$ cat src/rtl/iob_iob2wishbone_tmo_pkg.sv
// Shared types for the IOb-to-Wishbone bridge: FSM state encoding and error counter width.
package iob_wb_pkg;

   typedef enum logic [1:0] {
      IDLE = 2'd0,
      BUSY = 2'd1,
      RESP = 2'd2
   } state_e;

   localparam int unsigned ERR_CNT_W = 8;

endpackage

$ cat src/rtl/iob_iob2wishbone_tmo_if.sv
// IOb request/response and Wishbone master signals of the bridge, grouped as one bundle.
interface iob_iob2wishbone_tmo_if #(
   parameter int unsigned ADDR_W = 32,
   parameter int unsigned DATA_W = 32
);
   import iob_wb_pkg::*;

   logic                    valid_i;
   logic [ADDR_W-1:0]       address_i;
   logic [DATA_W-1:0]       wdata_i;
   logic [DATA_W/8-1:0]     wstrb_i;
   logic [DATA_W-1:0]       rdata_o;
   logic                    ready_o;
   logic                    err_o;
   logic                    tmo_o;
   logic                    busy_o;
   logic [ERR_CNT_W-1:0]    err_cnt_o;

   logic [ADDR_W-1:0]       wb_addr_o;
   logic [DATA_W-1:0]       wb_data_o;
   logic [DATA_W/8-1:0]     wb_select_o;
   logic                    wb_we_o;
   logic                    wb_cyc_o;
   logic                    wb_stb_o;
   logic                    wb_ack_i;
   logic                    wb_error_i;
   logic [DATA_W-1:0]       wb_data_i;

   // Bridge side.
   modport master (
      input  valid_i, address_i, wdata_i, wstrb_i,
      output rdata_o, ready_o, err_o, tmo_o, busy_o, err_cnt_o,
      output wb_addr_o, wb_data_o, wb_select_o, wb_we_o, wb_cyc_o, wb_stb_o,
      input  wb_ack_i, wb_error_i, wb_data_i
   );

   // Environment side: IOb master plus Wishbone slave.
   modport slave (
      output valid_i, address_i, wdata_i, wstrb_i,
      input  rdata_o, ready_o, err_o, tmo_o, busy_o, err_cnt_o,
      input  wb_addr_o, wb_data_o, wb_select_o, wb_we_o, wb_cyc_o, wb_stb_o,
      output wb_ack_i, wb_error_i, wb_data_i
   );

endinterface

$ cat src/rtl/iob_iob2wishbone_tmo_timeout.sv
// Bounded-wait counter for the Wishbone BUSY phase; hit marks the last allowed wait cycle.
module iob_wb_timeout #(
   parameter int unsigned TIMEOUT   = 255,
   parameter int unsigned TIMEOUT_W = 8
) (
   input  logic clk_i,
   input  logic arst_i,
   input  logic clr_i,
   input  logic en_i,
   output logic hit_o
);

   localparam logic [TIMEOUT_W-1:0] LAST = TIMEOUT_W'((TIMEOUT == 0) ? 0 : TIMEOUT - 1);

   logic [TIMEOUT_W-1:0] cnt_q, cnt_d;

   always_comb begin
      cnt_d = cnt_q;
      if (clr_i) begin
         cnt_d = '0;
      end else if (en_i) begin
         cnt_d = cnt_q + TIMEOUT_W'(1);
      end
   end

   always_ff @(posedge clk_i) begin
      if (arst_i) begin
         cnt_q <= '0;
      end else begin
         cnt_q <= cnt_d;
      end
   end

   generate
      if (TIMEOUT == 0) begin : g_off
         assign hit_o = 1'b0;
      end else begin : g_on
         assign hit_o = (cnt_q == LAST);
      end
   endgenerate

endmodule

$ cat src/rtl/iob_iob2wishbone_tmo.sv
// IOb-to-Wishbone master bridge: one transaction in flight, bounded wait, optional registered response.
module iob_iob2wishbone_tmo
   import iob_wb_pkg::*;
#(
   parameter int unsigned ADDR_W    = 32,
   parameter int unsigned DATA_W    = 32,
   parameter int unsigned TIMEOUT   = 255,
   parameter int unsigned TIMEOUT_W = 8,
   parameter int unsigned RESP_REG  = 0
) (
   input logic                       clk_i,
   input logic                       arst_i,
   iob_iob2wishbone_tmo_if.master    bus
);

   localparam int unsigned STRB_W = DATA_W / 8;

   state_e                 state_q, state_d;
   logic [ADDR_W-1:0]      addr_q, addr_d;
   logic [DATA_W-1:0]      wdata_q, wdata_d;
   logic [STRB_W-1:0]      wstrb_q, wstrb_d;
   logic [DATA_W-1:0]      rdata_q, rdata_d;
   logic                   err_q, err_d;
   logic                   tmo_q, tmo_d;
   logic [ERR_CNT_W-1:0]   err_cnt_q, err_cnt_d;

   logic                   in_busy;
   logic                   tmo_raw;
   logic                   tmo_hit;
   logic                   term;
   logic [DATA_W-1:0]      term_rdata;
   logic                   ready;
   logic                   err_out;
   logic                   tmo_out;
   logic [DATA_W-1:0]      rdata_out;

   assign in_busy = (state_q == BUSY);

   iob_wb_timeout #(
      .TIMEOUT   (TIMEOUT),
      .TIMEOUT_W (TIMEOUT_W)
   ) u_timeout (
      .clk_i  (clk_i),
      .arst_i (arst_i),
      .clr_i  (!in_busy),
      .en_i   (in_busy && !term),
      .hit_o  (tmo_raw)
   );

   // Error wins over a simultaneous ack; only a clean ack returns data.
   always_comb begin
      tmo_hit    = in_busy && tmo_raw && !bus.wb_ack_i && !bus.wb_error_i;
      term       = in_busy && (bus.wb_ack_i || bus.wb_error_i || tmo_hit);
      term_rdata = (bus.wb_ack_i && !bus.wb_error_i) ? bus.wb_data_i : '0;
   end

   always_comb begin
      if (RESP_REG != 0) begin
         ready     = (state_q == RESP);
         rdata_out = ready ? rdata_q : '0;
         err_out   = ready && err_q;
         tmo_out   = ready && tmo_q;
      end else begin
         ready     = term;
         rdata_out = term ? term_rdata : '0;
         err_out   = in_busy && bus.wb_error_i;
         tmo_out   = tmo_hit;
      end
   end

   always_comb begin
      state_d   = state_q;
      addr_d    = addr_q;
      wdata_d   = wdata_q;
      wstrb_d   = wstrb_q;
      rdata_d   = rdata_q;
      err_d     = err_q;
      tmo_d     = tmo_q;
      err_cnt_d = err_cnt_q;
      case (state_q)
         IDLE: begin
            if (bus.valid_i) begin
               addr_d  = bus.address_i;
               wdata_d = bus.wdata_i;
               wstrb_d = bus.wstrb_i;
               state_d = BUSY;
            end
         end
         BUSY: begin
            if (term) begin
               rdata_d = term_rdata;
               err_d   = bus.wb_error_i;
               tmo_d   = tmo_hit;
               state_d = (RESP_REG != 0) ? RESP : IDLE;
            end
         end
         RESP:    state_d = IDLE;
         default: state_d = IDLE;
      endcase
      if (ready && (err_out || tmo_out) && (err_cnt_q != '1)) begin
         err_cnt_d = err_cnt_q + ERR_CNT_W'(1);
      end
   end

   always_ff @(posedge clk_i) begin
      if (arst_i) begin
         state_q   <= IDLE;
         addr_q    <= '0;
         wdata_q   <= '0;
         wstrb_q   <= '0;
         rdata_q   <= '0;
         err_q     <= 1'b0;
         tmo_q     <= 1'b0;
         err_cnt_q <= '0;
      end else begin
         state_q   <= state_d;
         addr_q    <= addr_d;
         wdata_q   <= wdata_d;
         wstrb_q   <= wstrb_d;
         rdata_q   <= rdata_d;
         err_q     <= err_d;
         tmo_q     <= tmo_d;
         err_cnt_q <= err_cnt_d;
      end
   end

   assign bus.wb_addr_o   = addr_q;
   assign bus.wb_data_o   = wdata_q;
   assign bus.wb_we_o     = |wstrb_q;
   assign bus.wb_select_o = (|wstrb_q) ? wstrb_q : '1;
   assign bus.wb_cyc_o    = in_busy;
   assign bus.wb_stb_o    = in_busy;
   assign bus.busy_o      = (state_q != IDLE);
   assign bus.ready_o     = ready;
   assign bus.rdata_o     = rdata_out;
   assign bus.err_o       = err_out;
   assign bus.tmo_o       = tmo_out;
   assign bus.err_cnt_o   = err_cnt_q;

endmodule

$ cat src/flat_wrapper.sv
// flat-port wrapper written by rule: the top's interface ports become plain ports
module iob_iob2wishbone_tmo_flat import iob_wb_pkg::*;
#(
   parameter int unsigned ADDR_W    = 32,
   parameter int unsigned DATA_W    = 32,
   parameter int unsigned TIMEOUT   = 255,
   parameter int unsigned TIMEOUT_W = 8,
   parameter int unsigned RESP_REG  = 0
)
  (clk_i, arst_i, bus_valid_i, bus_address_i, bus_wdata_i, bus_wstrb_i, bus_rdata_o, bus_ready_o, bus_err_o, bus_tmo_o, bus_busy_o, bus_err_cnt_o, bus_wb_addr_o, bus_wb_data_o, bus_wb_select_o, bus_wb_we_o, bus_wb_cyc_o, bus_wb_stb_o, bus_wb_ack_i, bus_wb_error_i, bus_wb_data_i);
  iob_iob2wishbone_tmo_if #(.ADDR_W(ADDR_W), .DATA_W(DATA_W)) bus_i ();
  input logic clk_i;
  input logic arst_i;
  input wire logic [$bits(bus_i.valid_i)-1:0] bus_valid_i;
  input wire logic [$bits(bus_i.address_i)-1:0] bus_address_i;
  input wire logic [$bits(bus_i.wdata_i)-1:0] bus_wdata_i;
  input wire logic [$bits(bus_i.wstrb_i)-1:0] bus_wstrb_i;
  output wire logic [$bits(bus_i.rdata_o)-1:0] bus_rdata_o;
  output wire logic [$bits(bus_i.ready_o)-1:0] bus_ready_o;
  output wire logic [$bits(bus_i.err_o)-1:0] bus_err_o;
  output wire logic [$bits(bus_i.tmo_o)-1:0] bus_tmo_o;
  output wire logic [$bits(bus_i.busy_o)-1:0] bus_busy_o;
  output wire logic [$bits(bus_i.err_cnt_o)-1:0] bus_err_cnt_o;
  output wire logic [$bits(bus_i.wb_addr_o)-1:0] bus_wb_addr_o;
  output wire logic [$bits(bus_i.wb_data_o)-1:0] bus_wb_data_o;
  output wire logic [$bits(bus_i.wb_select_o)-1:0] bus_wb_select_o;
  output wire logic [$bits(bus_i.wb_we_o)-1:0] bus_wb_we_o;
  output wire logic [$bits(bus_i.wb_cyc_o)-1:0] bus_wb_cyc_o;
  output wire logic [$bits(bus_i.wb_stb_o)-1:0] bus_wb_stb_o;
  input wire logic [$bits(bus_i.wb_ack_i)-1:0] bus_wb_ack_i;
  input wire logic [$bits(bus_i.wb_error_i)-1:0] bus_wb_error_i;
  input wire logic [$bits(bus_i.wb_data_i)-1:0] bus_wb_data_i;
  assign bus_i.valid_i = bus_valid_i;
  assign bus_i.address_i = bus_address_i;
  assign bus_i.wdata_i = bus_wdata_i;
  assign bus_i.wstrb_i = bus_wstrb_i;
  assign bus_rdata_o = bus_i.rdata_o;
  assign bus_ready_o = bus_i.ready_o;
  assign bus_err_o = bus_i.err_o;
  assign bus_tmo_o = bus_i.tmo_o;
  assign bus_busy_o = bus_i.busy_o;
  assign bus_err_cnt_o = bus_i.err_cnt_o;
  assign bus_wb_addr_o = bus_i.wb_addr_o;
  assign bus_wb_data_o = bus_i.wb_data_o;
  assign bus_wb_select_o = bus_i.wb_select_o;
  assign bus_wb_we_o = bus_i.wb_we_o;
  assign bus_wb_cyc_o = bus_i.wb_cyc_o;
  assign bus_wb_stb_o = bus_i.wb_stb_o;
  assign bus_i.wb_ack_i = bus_wb_ack_i;
  assign bus_i.wb_error_i = bus_wb_error_i;
  assign bus_i.wb_data_i = bus_wb_data_i;
  iob_iob2wishbone_tmo #(.ADDR_W(ADDR_W), .DATA_W(DATA_W), .TIMEOUT(TIMEOUT), .TIMEOUT_W(TIMEOUT_W), .RESP_REG(RESP_REG)) u_core (.clk_i(clk_i), .arst_i(arst_i), .bus(bus_i));
endmodule
$ cat config.mk
export PLATFORM = sky130hd
export DESIGN_NAME = iob_iob2wishbone_tmo_flat
export DESIGN_NICKNAME = d
export VERILOG_FILES = /design/src/rtl/iob_iob2wishbone_tmo_pkg.sv /design/src/rtl/iob_iob2wishbone_tmo_if.sv /design/src/rtl/iob_iob2wishbone_tmo_timeout.sv /design/src/rtl/iob_iob2wishbone_tmo.sv /design/src/flat_wrapper.sv
export SDC_FILE = /design/constraint.sdc
export NUM_CORES = 1
export LEC_CHECK = 0
export CELL_PAD_IN_SITES_DETAIL_PLACEMENT = 2
export CELL_PAD_IN_SITES_GLOBAL_PLACEMENT = 2
export CORE_AREA = 2 2 140 142
export CTS_CLUSTER_DIAMETER = 100
export CTS_CLUSTER_SIZE = 10
export DETAILED_ROUTE_END_ITERATION = 16
export DIE_AREA = 0 0 142 144
export PLACE_DENSITY = 0.8
export SLEW_MARGIN = 20
export SYNTH_ARGS = -nofsm -noshare
export SYNTH_HDL_FRONTEND = slang
export SYNTH_SLANG_ARGS = --single-unit
export TNS_END_PERCENT = 50
$ cat constraint.sdc
create_clock -name clk_i -period 2.55 [get_ports clk_i]
set_clock_uncertainty 0.05 [all_clocks]
set_input_delay 0.6375 -clock clk_i [delete_from_list [all_inputs] [get_ports clk_i]]
set_output_delay 0.6375 -clock clk_i [all_outputs]
set_load 0.05 [all_outputs]
==> qor.yml, run 1 <==
status: "finished clean"
reg2reg_slack_ns: 0.37
synth_async_sr_flop_share: 0
drt_pass1_iterations: 4
post-dp-hpwl_mm: 11.6
core_area_um2: 19100
drive_gt1_frac: 0.196
tns_ns: 0
track_usage: 0.156
syn-num-nets: 556
min_delay_worst_endpoint: "u_core.bus.wb_data_o[31]"
vdd_drop_max_mv: 0.298
p_leak_nw: 2.59
via_per_inst: 4.35
critPathKind: "flop to output pin"
min_from: "u_core.bus.wb_data_o[31]"
clk_latency_ns: 0.34
grt_pass1_wl_mm: 24.5
ff_latch_area_um2: 1710
min_period_over_period: 0.962
drv_cap: 0
hold_path.class: "flop to flop"
clkTransAtPathRegs_ns: 0.06
cts_tree: "built"
rsz0062_at_grt: "false"
synthCells: 448
gp_congestion: 0.740
slew_violations: 0
detail-route-antenna-nets: 0
syn2layout_area_growth_pct: 96.7
die_area_um2: 20400
wl_mm: 16.1
nets: 774
place_ws_ns: -0.149
drt_iter0_markers: 78
initial_core_util: 0.184
slew_headroom: 0.604
fillers: 2063
grt_max_degree: 57
h-tree-depth: 3
clock_path_buffers: 2
num_vias: 3951
ys_seq_area_frac: 0.483
wl_per_cell_um: 17.7
port_buffers: 219
setup_violations: 0
placed_cells_incl_taps: 885
rr_startpoint: "u_core.u_timeout.cnt_q[0]"
yosysWarnings: 0
synth.distinct_cells: 40
r2r-end: "u_core.bus.err_cnt_o[7]"
power_density_nw_per_um2: 550
tightestPinTransition_ns: 0.588
worstSetupStartpointType: "flop"
syn-cell-area_um2: 3520
layout.cells.non_filler: 908
fin_crit_ns: 2.45
overflow: 0
ios: 220
die_y_um: 144
r2r_cells: 7
critical_path_required_ns: 1.86
finalHoldViolations: 0
die_w_um: 142
endpoint_kind: "output pin"
diodes: 0
cp.arrival_ns: 1.77
path_max_fanout: 4
hold_depth: 2
synth_edf_count: 0
drc: 0
ys_ff_latch: 85
synth.avg_cell_area_um2: 7.86
max_freq_mhz: 408
worst_slack_ns: 0.0965
root_buffer: "clkbuf_16"
power.total_mw: 3.81
first_global_vias: 4421
cts.sinks: 85
cts_made_buffers: 9
antenna_found_initial: 0
ys_dominant_reg_cell: "dfxtp_1"
fp-row-count: 51
multi_input_area_um2: 1750
report_power, final:
group          switching, mW  leakage [nW]  internal [mW]
sequential            0.0399         0.697           1.39
clock                  0.538         0.152          0.878
combinational          0.542          1.74          0.414
repair_timing:
action	in CTS	in global routing
endpoints found under the setup margin	34	26
resized for setup	41	6
pin swaps	2	1
buffers inserted	2	4
gates cloned	2	0
hold buffers	0	0
Yosys cell counts (all sizes together) (2+ instances only):
cell type / n / share of area
nand2: 141 / 0.15
dfxtp: 85 / 0.48
a21oi: 76 / 0.11
and2: 33 / 0.059
clkbuf: 23 / 0.025
buf: 13 / 0.021
nor2: 12 / 0.013
inv: 5 / 0.0053
nand3: 5 / 0.0071
nor2b: 5 / 0.0089
xnor2: 5 / 0.012
nor4: 4 / 0.0089
or2: 4 / 0.0071
or4: 4 / 0.0085
a211oi: 3 / 0.0064
ha: 3 / 0.011
mux2: 3 / 0.0096
o31ai: 3 / 0.0064
a311oi: 2 / 0.0068
and3: 2 / 0.0036
nand2b: 2 / 0.0036
nand4: 2 / 0.0036
o21ai: 2 / 0.0028
or3b: 2 / 0.0050
how the worst max path moves through the flow:
stage | slack, ns | endpoint | cells after the start | startpoint
3_5_place_dp | -0.15 | bus_rdata_o[28] | 6 | bus_wb_ack_i
3_3_place_gp | -0.12 | bus_tmo_o | 5 | bus_wb_ack_i
6_report | 0.1 | bus_ready_o | 6 | u_core.u_timeout.cnt_q[0]
5_1_grt | 0.003 | bus_ready_o | 6 | u_core.u_timeout.cnt_q[0]
2_1_floorplan | 0.09 | bus_rdata_o[10] | 4 | u_core.state_q[0]
4_1_cts | 0.0009 | bus_ready_o | 4 | u_core.u_timeout.cnt_q[3]
layer usage:
metal	vias up	track usage	routed length (µm)
met1	1919	0.163	6010
met2	108	0.295	8830
li1	1901	-	-
met3	23	0.0440	825
met4	0	0.0605	404
met5	-	0	0
worst max-delay path, stage by stage (launching register included):
cell	delay [ns]
dfxtp_2	0.36
inv_1	0.05
ha_1	0.19
and3_1	0.22
a311oi_4	0.26
nor2b_1	0.12
buf_4	0.21
kinds of logic (layout without fill, tap and decap cells):
group	Yosys count	count (layout)	synth area share
flops	85	85	0.483
fa+ha+maj	3	3	0.0107
simple gates	220	220	0.288
compound gates	91	91	0.145
buf+inv	41	263	0.0512
mux	3	3	0.00960
xor+xnor	5	5	0.0124
stage by stage:
stage / hold slack [ns] / utilization / area, µm²
final: 0.405 / 0.363 / 6920
after global routing: 0.426 / 0.363 / 6920
after CTS: 0.408 / 0.362 / 6900
after detailed placement: 0.401 / 0.335 / 6390
after global placement: 0.391 / 0.335 / 6390
after floorplan: 0.394 / - / 3520
flip-flops by register name (all words and copies together) (netlist names):
signal,count
u_core.bus.err_cnt_o,8
u_core.wstrb_q,4
u_core.bus.wb_data_o,32
u_core.state_q,1
u_core.bus.wb_addr_o,32
u_core.u_timeout.cnt_q,8
cell usage in the layout (no fill, tap or decap), drive strengths merged, types with 12 or more instances in the layout:
cell type      Yosys  routed
a21oi             76      76
and2              33      33
buf               13      64
clkbuf            23      13
clkdlybuf4s50      0     176
dfxtp             85      85
nand2            141     141
nor2              12      12
layout make-up:
class                      count  share of cell area
timing repair buffer         243               0.409
multi-input combinational    322               0.253
sequential                    85               0.246
tap                          238              0.0430
clock buffer                  11              0.0351
clock inverter                 4              0.0105
inverter                       5             0.00271
(Power assumes the default switching activity.)
==> run 2, diff against run 1 <==
==> constraint.sdc (replaced) <==
create_clock -name clk_i -period 2.55 [get_ports clk_i]
set_clock_uncertainty 0.05 [all_clocks]
set_input_delay 0.51 -clock clk_i [delete_from_list [all_inputs] [get_ports clk_i]]
set_output_delay 0.51 -clock clk_i [all_outputs]
set_load 0.05 [all_outputs]
==> qor.yml, run 2 (synthesized netlist as in run 1, its figures left out) <==
p_int_mw: 2.70
post-dp-hpwl_mm: 12.2
clkTransAtPathRegs_ns: 0.06
syn2layout_area_growth_pct: 92.6
placed_cells_incl_taps: 881
min_period_over_period: 0.991
tightestPinTransition_ns: 0.848
die_y_um: 144
fillers: 2073
core_area_um2: 19100
cts_tree: "built"
die_w_um: 142
hold_path.class: "flop to flop"
p_leak_nw: 2.50
antenna_found_initial: 0
drive_gt1_frac: 0.131
track_usage: 0.149
grt_max_degree: 63
reg2reg_slack_ns: 0.40
cp_num_buf_inv: 4
nets: 766
final_common_cell: "clkdlybuf4s50_1"
status: "finished clean"
overflow: 0
cp.arrival_ns: 1.97
postCtsHoldBufs: 0
tns_ns: 0
fp-row-count: 51
cpLargestDelayFamily: "buffers and inverters"
power_density_nw_per_um2: 563
worst_slack_ns: 0.0238
cpPeakStageDelay_ns: 0.53
multi_input_area_um2: 1660
switchingPower_mw: 1.11
worstSetupStartpointType: "input port"
critPathKind: "input port to output pin"
critical_path_required_ns: 1.99
port_buffers: 219
gp_congestion: 0.730
drt_iter0_markers: 121
rsz0062_at_grt: "true"
clk_latency_ns: 0.34
setup_violations: 0
grt_pass1_wl_mm: 23.5
postPlaceCellArea_um2: 6350
slew_headroom: 0.435
diodes: 0
endpoint_kind: "output pin"
wl_per_cell_um: 17.8
design_area_um2: 6780
max_freq_mhz: 396
slew_violations: 0
vdd_drop_max_mv: 0.408
fin_crit_ns: 2.53
ff_latch_area_um2: 1700
layout.cells.non_filler: 901
place_ws_ns: -0.0250
drc: 0
drv_cap: 0
cpMostUsedCell: "buf_12"
root_buffer: "clkbuf_16"
power.total_mw: 3.82
via_per_inst: 4.36
combPwrFrac: 0.245
utilization: 0.355
wl_mm: 16.0
initial_core_util: 0.184
final_cell_mix: "178 x clkdlybuf4s50_1, 141 x nand2_1, 85 x dfxtp_1, 75 x a21oi_1, 41 x buf_12"
die_area_um2: 20400
num_vias: 3932
whs_ns: 0.407
p_clk_frac: 0.379
finalHoldViolations: 0
ios: 220
cts_made_buffers: 9
detail-route-antenna-nets: 0
clock_path_buffers: 2
drt_pass1_iterations: 4
first_global_vias: 4401
cp_cell_sequence: "clkdlybuf4s50_1 > nor3b_4 > buf_12 > clkbuf_16 > and2_1 > buf_12"
path_max_fanout: 8
sequentialPowerShare: 0.376
critPathSlowestCell: "clkdlybuf4s50_1"
cts.sinks: 85
switching_share: 0.292
h-tree-depth: 3
==> run 2: cell type report <==
cell class	instances	share of cell area
Clock inverter	5	0.0122
Clock buffer	11	0.0373
Multi-Input combinational cell	322	0.245
Inverter	5	0.00277
Tap cell	238	0.0439
Timing Repair Buffer	235	0.408
Sequential cell	85	0.251
==> run 2: routing by layer <==
layer,GRT usage,vias up,part of all wire
li1,-,1889,-
met1,0.149,1913,0.37
met2,0.287,110,0.55
met3,0.0503,20,0.060
met4,0.0489,0,0.019
met5,0,-,0
==> run 2: worst paths after layout <==
kind / startpoint / endpoint / cells after the start
max: bus_wb_error_i / bus_rdata_o[2] / 6
min: u_core.bus.wb_data_o[11] / u_core.bus.wb_data_o[11] / 2
max reg2reg: u_core.u_timeout.cnt_q[0] / u_core.bus.err_cnt_o[5] / 6
min reg2reg: u_core.bus.wb_data_o[11] / u_core.bus.wb_data_o[11] / 2
==> run 2: tightest hold or removal path: cells and delay by family, from the launching register on <==
family | cells | cell delay (ns)
AOI/OAI and AO/OA | 1 | 0.05
DFF | 1 | 0.31
and+or+nand+nor | 1 | 0.05
==> run 2: what timing repair did <==
action                                  in CTS  in global routing
pin swaps                                    1                  1
gates resized for setup                      1                  3
setup buffers                                0                  1
gates cloned                                 0                  3
endpoints found under the setup margin       2                 23
==> run 2: power groups by stage <==
stage | Clock, mW | Combinational, mW | Sequential, mW
after CTS | 1.52 | 0.939 | 1.43
after detailed placement | 0 | 0.935 | 1.46
after floorplan | 0 | 0.260 | 1.67
final | 1.45 | 0.936 | 1.43
after global routing | 1.57 | 0.990 | 1.44
after global placement | 0 | 0.910 | 1.46
